$ cat config.mk
export PLATFORM = sky130hd
export DESIGN_NAME = usb_tx
export DESIGN_NICKNAME = d
export VERILOG_FILES = /design/src/rtl/usb_tx.sv
export SDC_FILE = /design/constraint.sdc
export NUM_CORES = 1
export LEC_CHECK = 0
export BUFFER_PORTS_ARGS = -buffer_cell sky130_fd_sc_hd__buf_2
export CAP_MARGIN = 10
export CORE_MARGIN = 5
export CORE_UTILIZATION = 42
export CTS_BUF_LIST = sky130_fd_sc_hd__clkbuf_2 sky130_fd_sc_hd__clkbuf_4 sky130_fd_sc_hd__clkbuf_8
export DETAILED_ROUTE_END_ITERATION = 8
export MAX_ROUTING_LAYER = met4
export SLEW_MARGIN = 10
export SYNTH_ARGS = -nofsm -noshare
export SYNTH_HDL_FRONTEND = slang
export SYNTH_SLANG_ARGS = --single-unit
$ cat constraint.sdc
create_clock -name clk -period 3.1 [get_ports clk]
set_input_delay 0.465 -clock clk [delete_from_list [all_inputs] [get_ports clk]]
set_output_delay 0.465 -clock clk [all_outputs]
set_load 0.01 [all_outputs]
$ cat src/rtl/usb_tx.sv
// USB full/low-speed transmit engine: SYNC, NRZI, bit stuffing, EOP.
// Define USB_TX_CRC16_EN to append CRC16 after the last byte.
module usb_tx #(
  parameter int unsigned DIV = 4,
  parameter logic        LS  = 1'b0
) (
  input  logic       clk,
  input  logic       reset,
  input  logic [7:0] data,
  input  logic       valid,
  input  logic       last,
  output logic       ready,
  output logic       busy,
  output logic       underrun,
  output logic       send,
  output logic       dp,
  output logic       dn
);

  localparam int unsigned    CW       = $clog2(DIV);
  localparam logic [CW-1:0]  CMAX     = CW'(DIV - 1);
  localparam logic [7:0]     SYNC_PAT = 8'h80;
  localparam logic           J_DP     = ~LS;

  typedef enum logic [2:0] {
    S_IDLE,
    S_SYNC,
    S_DATA,
    S_CRC,
    S_STUFF,
    S_EOP0,
    S_EOPJ
  } state_e;

  state_e        state_q, state_d;
  state_e        ret_q, ret_d;
  state_e        nst;
  logic [CW-1:0] cnt_q, cnt_d;
  logic [3:0]    idx_q, idx_d;
  logic [7:0]    sh_q, sh_d;
  logic          last_q, last_d;
  logic [2:0]    ones_q, ones_d;
  logic          line_q, line_d;
  logic          send_q, send_d;
  logic          dp_q, dp_d;
  logic          dn_q, dn_d;
  logic          busy_q, busy_d;
  logic          ur_q, ur_d;
  logic          strobe;
  logic          adv;
  logic          stuff;
  logic          bit_v;

`ifdef USB_TX_CRC16_EN
  logic [15:0] crc_q, crc_d;

  // Reflected form of poly 0x8005, so the register shifts out LSB first
  function automatic logic [15:0] crc_upd(
    input logic [15:0] c,
    input logic [7:0]  d
  );
    logic [15:0] r;
    r = c;
    for (int i = 0; i < 8; i++) begin
      if (r[0] ^ d[i]) r = (r >> 1) ^ 16'hA001;
      else             r = r >> 1;
    end
    return r;
  endfunction
`endif

  always_comb begin
    state_d = state_q;
    ret_d   = ret_q;
    idx_d   = idx_q;
    sh_d    = sh_q;
    last_d  = last_q;
    ones_d  = ones_q;
    line_d  = line_q;
    send_d  = send_q;
    dp_d    = dp_q;
    dn_d    = dn_q;
    busy_d  = busy_q;
    ur_d    = ur_q;
`ifdef USB_TX_CRC16_EN
    crc_d   = crc_q;
`endif
    ready   = 1'b0;
    nst     = state_q;
    adv     = 1'b0;
    stuff   = 1'b0;
    bit_v   = 1'b0;
    strobe  = busy_q && (cnt_q == CMAX);
    cnt_d   = (busy_q && !strobe) ? cnt_q + 1'b1 : '0;

    unique case (state_q)
      S_IDLE: begin
        ready = 1'b1;
        if (valid) begin
          adv    = 1'b1;
          nst    = S_SYNC;
          idx_d  = '0;
          sh_d   = data;
          last_d = last;
          ur_d   = 1'b0;
`ifdef USB_TX_CRC16_EN
          crc_d  = 16'hFFFF;
`endif
        end
      end
      S_SYNC: begin
        if (strobe) begin
          adv = 1'b1;
          if (idx_q == 4'd7) begin
            nst   = S_DATA;
            idx_d = '0;
          end else begin
            idx_d = idx_q + 4'd1;
          end
        end
      end
      S_DATA: begin
        if (strobe) begin
          adv = 1'b1;
          if (idx_q != 4'd7) begin
            idx_d = idx_q + 4'd1;
            sh_d  = {1'b0, sh_q[7:1]};
          end else begin
            ready = !last_q;
            idx_d = '0;
            if (last_q) begin
`ifdef USB_TX_CRC16_EN
              nst   = S_CRC;
              crc_d = ~crc_q;
`else
              nst   = S_EOP0;
`endif
            end else if (valid) begin
              nst    = S_DATA;
              sh_d   = data;
              last_d = last;
`ifdef USB_TX_CRC16_EN
              crc_d  = crc_upd(crc_q, data);
`endif
            end else begin
              nst  = S_EOP0;
              ur_d = 1'b1;
            end
          end
        end
      end
      S_CRC: begin
`ifdef USB_TX_CRC16_EN
        if (strobe) begin
          adv = 1'b1;
          if (idx_q == 4'd15) begin
            nst   = S_EOP0;
            idx_d = '0;
          end else begin
            idx_d = idx_q + 4'd1;
            crc_d = crc_q >> 1;
          end
        end
`else
        nst = S_IDLE;
        adv = 1'b1;
`endif
      end
      S_STUFF: begin
        if (strobe) begin
          adv = 1'b1;
          nst = ret_q;
        end
      end
      S_EOP0: begin
        if (strobe) begin
          adv = 1'b1;
          if (idx_q == 4'd1) begin
            nst   = S_EOPJ;
            idx_d = '0;
          end else begin
            idx_d = idx_q + 4'd1;
          end
        end
      end
      S_EOPJ: begin
        if (strobe) begin
          adv = 1'b1;
          nst = S_IDLE;
        end
      end
      default: begin
        adv = 1'b1;
        nst = S_IDLE;
      end
    endcase

    case (nst)
      S_SYNC:  bit_v = SYNC_PAT[idx_d[2:0]];
      S_DATA:  bit_v = sh_d[0];
`ifdef USB_TX_CRC16_EN
      S_CRC:   bit_v = crc_d[0];
`endif
      default: bit_v = 1'b0;
    endcase

    // The sixth consecutive one forces a stuffed zero ahead of whatever follows
    if (adv) begin
      stuff  = (state_q == S_SYNC || state_q == S_DATA ||
                state_q == S_CRC) && (ones_q == 3'd6);
      send_d = 1'b1;
      busy_d = 1'b1;
      if (stuff) begin
        state_d = S_STUFF;
        ret_d   = nst;
        line_d  = ~line_q;
        ones_d  = '0;
      end else begin
        state_d = nst;
        if (nst == S_EOP0 || nst == S_EOPJ) begin
          line_d = 1'b1;
          ones_d = '0;
        end else if (nst == S_IDLE) begin
          line_d = 1'b1;
          ones_d = '0;
          send_d = 1'b0;
          busy_d = 1'b0;
        end else begin
          line_d = bit_v ? line_q : ~line_q;
          ones_d = bit_v ? ones_q + 3'd1 : 3'd0;
        end
      end
      if (!stuff && nst == S_EOP0) begin
        dp_d = 1'b0;
        dn_d = 1'b0;
      end else begin
        dp_d = line_d ^ LS;
        dn_d = ~(line_d ^ LS);
      end
    end
  end

  always_ff @(posedge clk or posedge reset) begin
    if (reset) begin
      state_q <= S_IDLE;
      ret_q   <= S_IDLE;
      cnt_q   <= '0;
      idx_q   <= '0;
      sh_q    <= '0;
      last_q  <= 1'b0;
      ones_q  <= '0;
      line_q  <= 1'b1;
      send_q  <= 1'b0;
      dp_q    <= J_DP;
      dn_q    <= ~J_DP;
      busy_q  <= 1'b0;
      ur_q    <= 1'b0;
`ifdef USB_TX_CRC16_EN
      crc_q   <= 16'hFFFF;
`endif
    end else begin
      state_q <= state_d;
      ret_q   <= ret_d;
      cnt_q   <= cnt_d;
      idx_q   <= idx_d;
      sh_q    <= sh_d;
      last_q  <= last_d;
      ones_q  <= ones_d;
      line_q  <= line_d;
      send_q  <= send_d;
      dp_q    <= dp_d;
      dn_q    <= dn_d;
      busy_q  <= busy_d;
      ur_q    <= ur_d;
`ifdef USB_TX_CRC16_EN
      crc_q   <= crc_d;
`endif
    end
  end

  assign busy     = busy_q;
  assign underrun = ur_q;
  assign send     = send_q;
  assign dp       = dp_q;
  assign dn       = dn_q;

endmodule
==> results of run 1 <==
[through the flow]
| step | instances | utilization |
|---|---|---|
| 2_1_floorplan | 197 | - |
| 3_3_place_gp | 258 | 0.457 |
| 3_5_place_dp | 258 | 0.457 |
| 4_1_cts | 266 | 0.477 |
| 5_1_grt | 266 | 0.477 |
| 6_report | 266 | 0.477 |
[sequential cells by signal, indices dropped and copies added, names as in the netlist, 2 cells and up]
register / flops
ret_q: 3
cnt_q: 2
sh_q: 8
ones_q: 3
state_q: 3
idx_q: 4
[area by class of cell]
class,count,area share
multi-input cells,138,0.479
inverters,17,0.0312
clock inverters,3,0.00856
clock buffers,5,0.0336
repair buffers,22,0.0599
flip-flops and latches,29,0.356
well taps,52,0.0318
[worst register-to-register path: stages (launching register included)]
cell and delay (ns):
dfrtp_1 0.49, ha_1 0.20, nor4bb_1 0.47, nor2_1 0.19, o211ai_2 0.38, o211ai_1 0.21, a21boi_4 0.27, xnor2_1 0.17
o21ba_1 0.14
[per-layer routing]
layer	share of wire	GRT usage	vias to the layer above
li1	-	-	748
met1	0.47	0.197	746
met2	0.49	0.235	24
met3	0.026	0.0331	8
met4	0.018	0.0587	0
met5	0	-	-
[worst paths after layout]
| path | from | to | depth (start not counted) |
|---|---|---|---|
| min in group clk | data[1] | sh_q[1] | 3 |
| min | reset | sh_q[2] | 3 |
| max | idx_q[0] | dp | 8 |
| max reg2reg | idx_q[0] | dp | 8 |
| max in group asynchronous | reset | dp | 3 |
| min reg2reg | cnt_q[0] | cnt_q[0] | 1 |
[report_power, final]
group	switching, mW	internal, mW	total, mW
sequential	0.000328	0.379	0.380
combinational	0.0129	0.00857	0.0215
clock	0.146	0.154	0.300
[kinds of logic after synthesis]
logic type      share of synthesized area
compound gates                      0.262
xor+xnor                          0.00478
fa+ha+maj                          0.0342
buf+inv                            0.0669
flops                               0.398
mux                                0.0232
simple gates                        0.211
[cells in the final DEF (no fill, tap or decap), drive strengths merged, types with 3 or more instances in the layout]
master and instances:
nand4b 3, o211ai 4, o21ai 21, inv 17, clkbuf 5, nand2b 6, ha 5, nand3 4
nor2 11, a31oi 3, nor3b 3, nor3 4, buf 22, a21oi 10, a22oi 6, dfrtp 27
nand2 14
==> results.txt, run 1 <==
Outcome - completed
Final WS setup - 0.517 ns
Max_cap viols - 0
Total CTS buffers - 5
Avg Cell Area, Syn - 9.30 um^2
Die area - 5780 um^2
Fillers - 426
Primary FF master, synth - dfrtp_1
CP endpoint kind - register
I/O pin count - 18
GP Congestion - 0.807
Hpwl dp - 2920 um
Crit path buf inv count - 0
Critical Path Max Stage Delay - 0.49 ns
Row count - 24
Area of the multi-input gates - 981 um^2
Post-layout min period - 2.58 ns
Setup total negative slack - 0 ns
PostCTS Resize Cnt - 0
Netlist cell types - 56
Post-Syn Area - 1830 um^2
Fin area - 2050 um^2
Worst setup SP type - register
Starting Density - 0.427
Drt first pass iters - 4
Layout cells sized above 1 - 0.215
Final WL - 4010 um
Remaining Overflow, GRT - 0
Hold Crit Class - input pin to asynchronous set/reset pin
Tcrit/Tclk final - 0.833
CP Data Required Time - 3.32 ns
Maximum VDD drop - 0.186 mV
N_diodes - 0
RSZ-0062 raised after global routing - false
Top post-synthesis cells by count - 27 x dfrtp_1, 17 x o21ai_0, 16 x inv_1, 13 x nand2_1, 11 x nor2_1
Syn_nets - 214
Setup CP Type - register to register
Leak - 0.909 nW
Die W - 76.0 um
WL/cell - 15.1 um
CTS sink count - 29
Setup WS pre-CTS - 0.516 ns
CP max-delay cell - dfrtp_1
Top Family by Delay on Critical Path - compound AO/OA/AOI/OAI gates
Clk slew on worst S/H paths - 0.07 ns
Total track usage - 0.153
Mapped Cells - 197
Synth warn - 0
Initial antenna violation count - 0
First-pass GRT wire length - 7260 um
Seq cells post-synth - 29
Crit-path cells - ha_1 -> nor4bb_1 -> nor2_1 -> o211ai_2 -> o211ai_1 -> a21boi_4 -> xnor2_1 -> o21ba_1
Max Root-Sink Buffers - 2
DP Area - 1960 um^2
Post-route DRC violation count - 0
Initial drt markers - 64
Detail Route Antenna Nets - 0
Die Height - 76.0 um
Tot Pwr - 0.701 mW
Register cell area after layout - 728 um^2
Largest net degree at the start of global routing - 30
Root buffer cell - clkbuf_8
Final Hold Violating Endpoints - 0
Post-cts hold buffer count - 0
Cell with the most instances after synthesis - dfrtp_1
Slew HR - 0.651
Vias in the first global route - 1555
Worst-Margin Slew - 0.519 ns
Routed via count - 1526
Crit-path max FO - 8
DR vias/cell - 5.74
Final nets - 230
Number of post-CTS setup repair buffers - 0
Area growth from synthesis to layout - 11.7%
Critical path arrival - 2.80 ns
Fmax - 387 MHz
TritonCTS clock tree - built
EDFF count, synth - 0
Buffers on Ports - 17
Setup slack, reg-to-reg - 0.52 ns
Cell Pwr Density - 342 nW/um^2
Top cell type's share of synthesized area - 0.369
Core ar. - 4290 um^2
Setup Viol. Count Final - 0
Final Max Slew Viols - 0
Fin Hold WS - 0.255 ns
Clock Latency Late Sink - 0.28 ns
Async SR Flop Fraction - 1.00
Biggest area consumer among synthesized cells - dfrtp_1
Final Skew - 0.00511 ns
Top post-synthesis cells by area - dfrtp_1 37%, o21ai_0 4.6%, ha_1 3.4%, inv_1 3.3%, dfstp_2 2.9%
Register area share after synthesis - 0.398
H-tree Lvls - 2
Power figures use the tool's default switching activity.
==> run 2, diff against run 1 <==
- ABC_AREA: unset -> 1
- clock period: 3.1 -> 2.5 ns (I/O delays scaled with it)
==> results.txt, run 2 <==
Setup Viol. Count Final - 0 (unchanged)
Post-cts hold buffer count - 0 (unchanged)
Crit path buf inv count - 1 (+1)
Synth warn - 0 (unchanged)
Maximum VDD drop - 0.385 mV (+110%)
Commonest cells after routing, fill and taps aside - 56 x nand2_1, 32 x inv_1, 29 x nand3_1
Max FFs per register - 8 (unchanged)
EDFF count, synth - 0 (unchanged)
Tcrit/Tclk final - 0.845 (+0.0121)
Largest net degree at the start of global routing - 18 (-40%)
Number of post-CTS setup repair buffers - 0 (unchanged)
I/O pin count - 18 (unchanged)
CP Data Required Time - 2.70 ns (-0.62 ns)
Cell with the most instances after synthesis - nand2_1
Worst setup SP type - register
Post-route DRC violation count - 0 (unchanged)
Layout cells sized above 1 - 0.247 (+0.0322)
Leak - 1.05 nW (+15%)
Commonest non-fill, non-tap cell in the layout - nand2_1
Fmax - 473 MHz (+22%)
Critical path arrival - 2.31 ns (-0.49 ns)
Critical Path Max Stage Delay - 0.38 ns (-0.11 ns)
Final WL - 4030 um (+0.47%)
Max Root-Sink Buffers - 2 (unchanged)
Setup total negative slack - 0 ns (unchanged)
Final Hold Violating Endpoints - 0 (unchanged)
Hpwl dp - 3070 um (+5.0%)
Final Skew - 0.00629 ns (+0.00117 ns)
CP dominant cell by count - nand2_1
Crit-path cells - ha_1 -> nand2_2 -> clkinv_2 -> nand3_1 -> nand2_1 -> nand2_1 -> nand2_1 -> nand2_1 -> nand2_1 -> nor2_4 -> nand2_2 -> nand2_2 -> nand2_2 -> nor2_2 -> nand3_1 -> o21ai_0
Drt first pass iters - 4 (unchanged)
Crit-path max FO - 9 (+1)
Die Height - 75.5 um (-0.72%)
Remaining Overflow, GRT - 0 (unchanged)
Detail Route Antenna Nets - 0 (unchanged)
Worst-Margin Slew - 0.677 ns (+0.159 ns)
Netlist cell types - 29 (-48%)
Die W - 75.5 um (-0.72%)
Mapped Cells - 236 (+20%)
Clk slew on worst S/H paths - 0.06 ns (about the same)
Initial antenna violation count - 0 (unchanged)
TritonCTS clock tree - built
Max_cap viols - 0 (unchanged)
Primary FF master, synth - dfrtp_1
Buffers on Ports - 17 (unchanged)
Biggest area consumer among synthesized cells - dfrtp_1
Initial drt markers - 108 (+69%)
Largest registers - sh_q x8, idx_q x4
DR vias/cell - 4.94 (-14%)
Most flops, register - sh_q
Top cell type's share of synthesized area - 0.375 (+0.00615)
Top Family by Delay on Critical Path - simple AND/OR/NAND/NOR gates
Clock Latency Late Sink - 0.28 ns (about the same)
RSZ-0062 raised after global routing - false
Routed via count - 1547 (+1.4%)
Starting Density - 0.441 (+0.0143)
Setup CP Type - register to register
Async SR Flop Fraction - 1.00 (unchanged)
Outcome - completed
Total CTS buffers - 5 (unchanged)
Row count - 23 (-4.2%)
N_diodes - 0 (unchanged)
Non-filler cells, final - 313 (+18%)
GP Congestion - 0.866 (+7.3%)
Post-layout min period - 2.11 ns (-0.470 ns)
CP endpoint kind - register
CP max-delay cell - dfrtp_1
Core ar. - 4090 um^2 (-4.8%)
Vias in the first global route - 1445 (-7.1%)
Cell Pwr Density - 912 nW/um^2 (+170%)
WL/cell - 12.9 um (-15%)
Final nets - 279 (+21%)
Total track usage - 0.158 (+0.00495)
Seq cells post-synth - 29 (unchanged)
Syn_nets - 253 (+18%)
CTS sink count - 29 (unchanged)
Post-Syn Area - 1800 um^2 (-1.6%)
H-tree Lvls - 2 (unchanged)
PostCTS Resize Cnt - 0 (unchanged)
Root buffer cell - clkbuf_8
Top post-synthesis cells by count - 56 x nand2_1, 32 x inv_1, 29 x nand3_1, 27 x dfrtp_1, 14 x nand2_2
First-pass GRT wire length - 6580 um (-9.3%)
Top post-synthesis cells by area - dfrtp_1 38%, nand2_1 12%, nand3_1 8.1%, inv_1 6.7%, nand2_2 4.9%
Slew HR - 0.548 (-0.104)
Area growth from synthesis to layout - 15.7%
Placed cell count - 305 (+18%)
Final Max Slew Viols - 0 (unchanged)
Die area - 5700 um^2 (-1.4%)
Hold Crit Class - input pin to asynchronous set/reset pin
Register area share after synthesis - 0.404 (+0.00663)
Avg Cell Area, Syn - 7.63 um^2 (-18%)
## run 2: through the flow
stage / setup slack, ns / util / power, mW / hold slack (ns) / area [um^2]
2_1_floorplan: 0.665 / - / 1.21 / 0.415 / 1800
3_3_place_gp: 0.375 / 0.481 / 1.40 / 0.437 / 1960
3_5_place_dp: 0.379 / 0.481 / 1.40 / 0.437 / 1960
4_1_cts: 0.382 / 0.510 / 1.92 / 0.208 / 2080
5_1_grt: 0.153 / 0.510 / 2.05 / 0.246 / 2080
6_report: 0.387 / 0.510 / 1.90 / 0.183 / 2080
## run 2: where the power goes
part           switching [mW]  internal (mW)
Clock                   0.183          0.335
Sequential             0.0853          0.610
Combinational           0.437          0.250
## run 2: worst paths after layout
check | from | endpoint | slack (ns) | cells after the start
min reg2reg | cnt_q[0] | cnt_q[0] | 0.45 | 1
min | reset | dn | 0.18 | 2
max | cnt_q[0] | ones_q[0] | 0.39 | 16
max in group asynchronous | reset | underrun | 1.68 | 3
max reg2reg | cnt_q[0] | ones_q[0] | 0.39 | 16
min in group clk | data[5] | sh_q[5] | 0.34 | 3
## run 2: per-layer routing
layer	wire (um)	GRT usage	share of wire	vias up
met1	2000	0.213	0.50	682
met2	1770	0.233	0.44	35
met5	0	-	0	-
met3	207	0.0356	0.051	6
met4	51	0.0583	0.013	0
li1	-	-	-	824
## run 2: worst register-to-register path, stage by stage, from the launching register on
cell and delay, ns:
dfrtp_1 0.38, ha_1 0.26, nand2_2 0.19, clkinv_2 0.16, nand3_1 0.13, nand2_1 0.09, nand2_1 0.07, nand2_1 0.04
nand2_1 0.07, nand2_1 0.09, nor2_4 0.10, nand2_2 0.05, nand2_2 0.06, nand2_2 0.06, nor2_2 0.12, nand3_1 0.09
o21ai_0 0.08
## run 2: cell type report
| cell class | instances | area, um^2 |
|---|---|---|
| repair buffers | 20 | 108 |
| clock inverters | 1 | 30.0 |
| multi-input cells | 169 | 926 |
| well taps | 50 | 62.6 |
| clock buffers | 7 | 90.1 |
| flip-flops and latches | 29 | 728 |
| fillers | 426 | 2000 |
| inverters | 37 | 140 |
## run 2: kinds of logic (layout without fill, tap and decap cells)
| logic type | after synthesis | count (layout) | share of synthesized area |
|---|---|---|---|
| simple gates | 133 | 133 | 0.362 |
| compound gates | 29 | 29 | 0.107 |
| fa+ha+maj | 5 | 5 | 0.0347 |
| flops | 29 | 29 | 0.404 |
| buf+inv | 38 | 65 | 0.0819 |
| xor+xnor | 2 | 2 | 0.00972 |
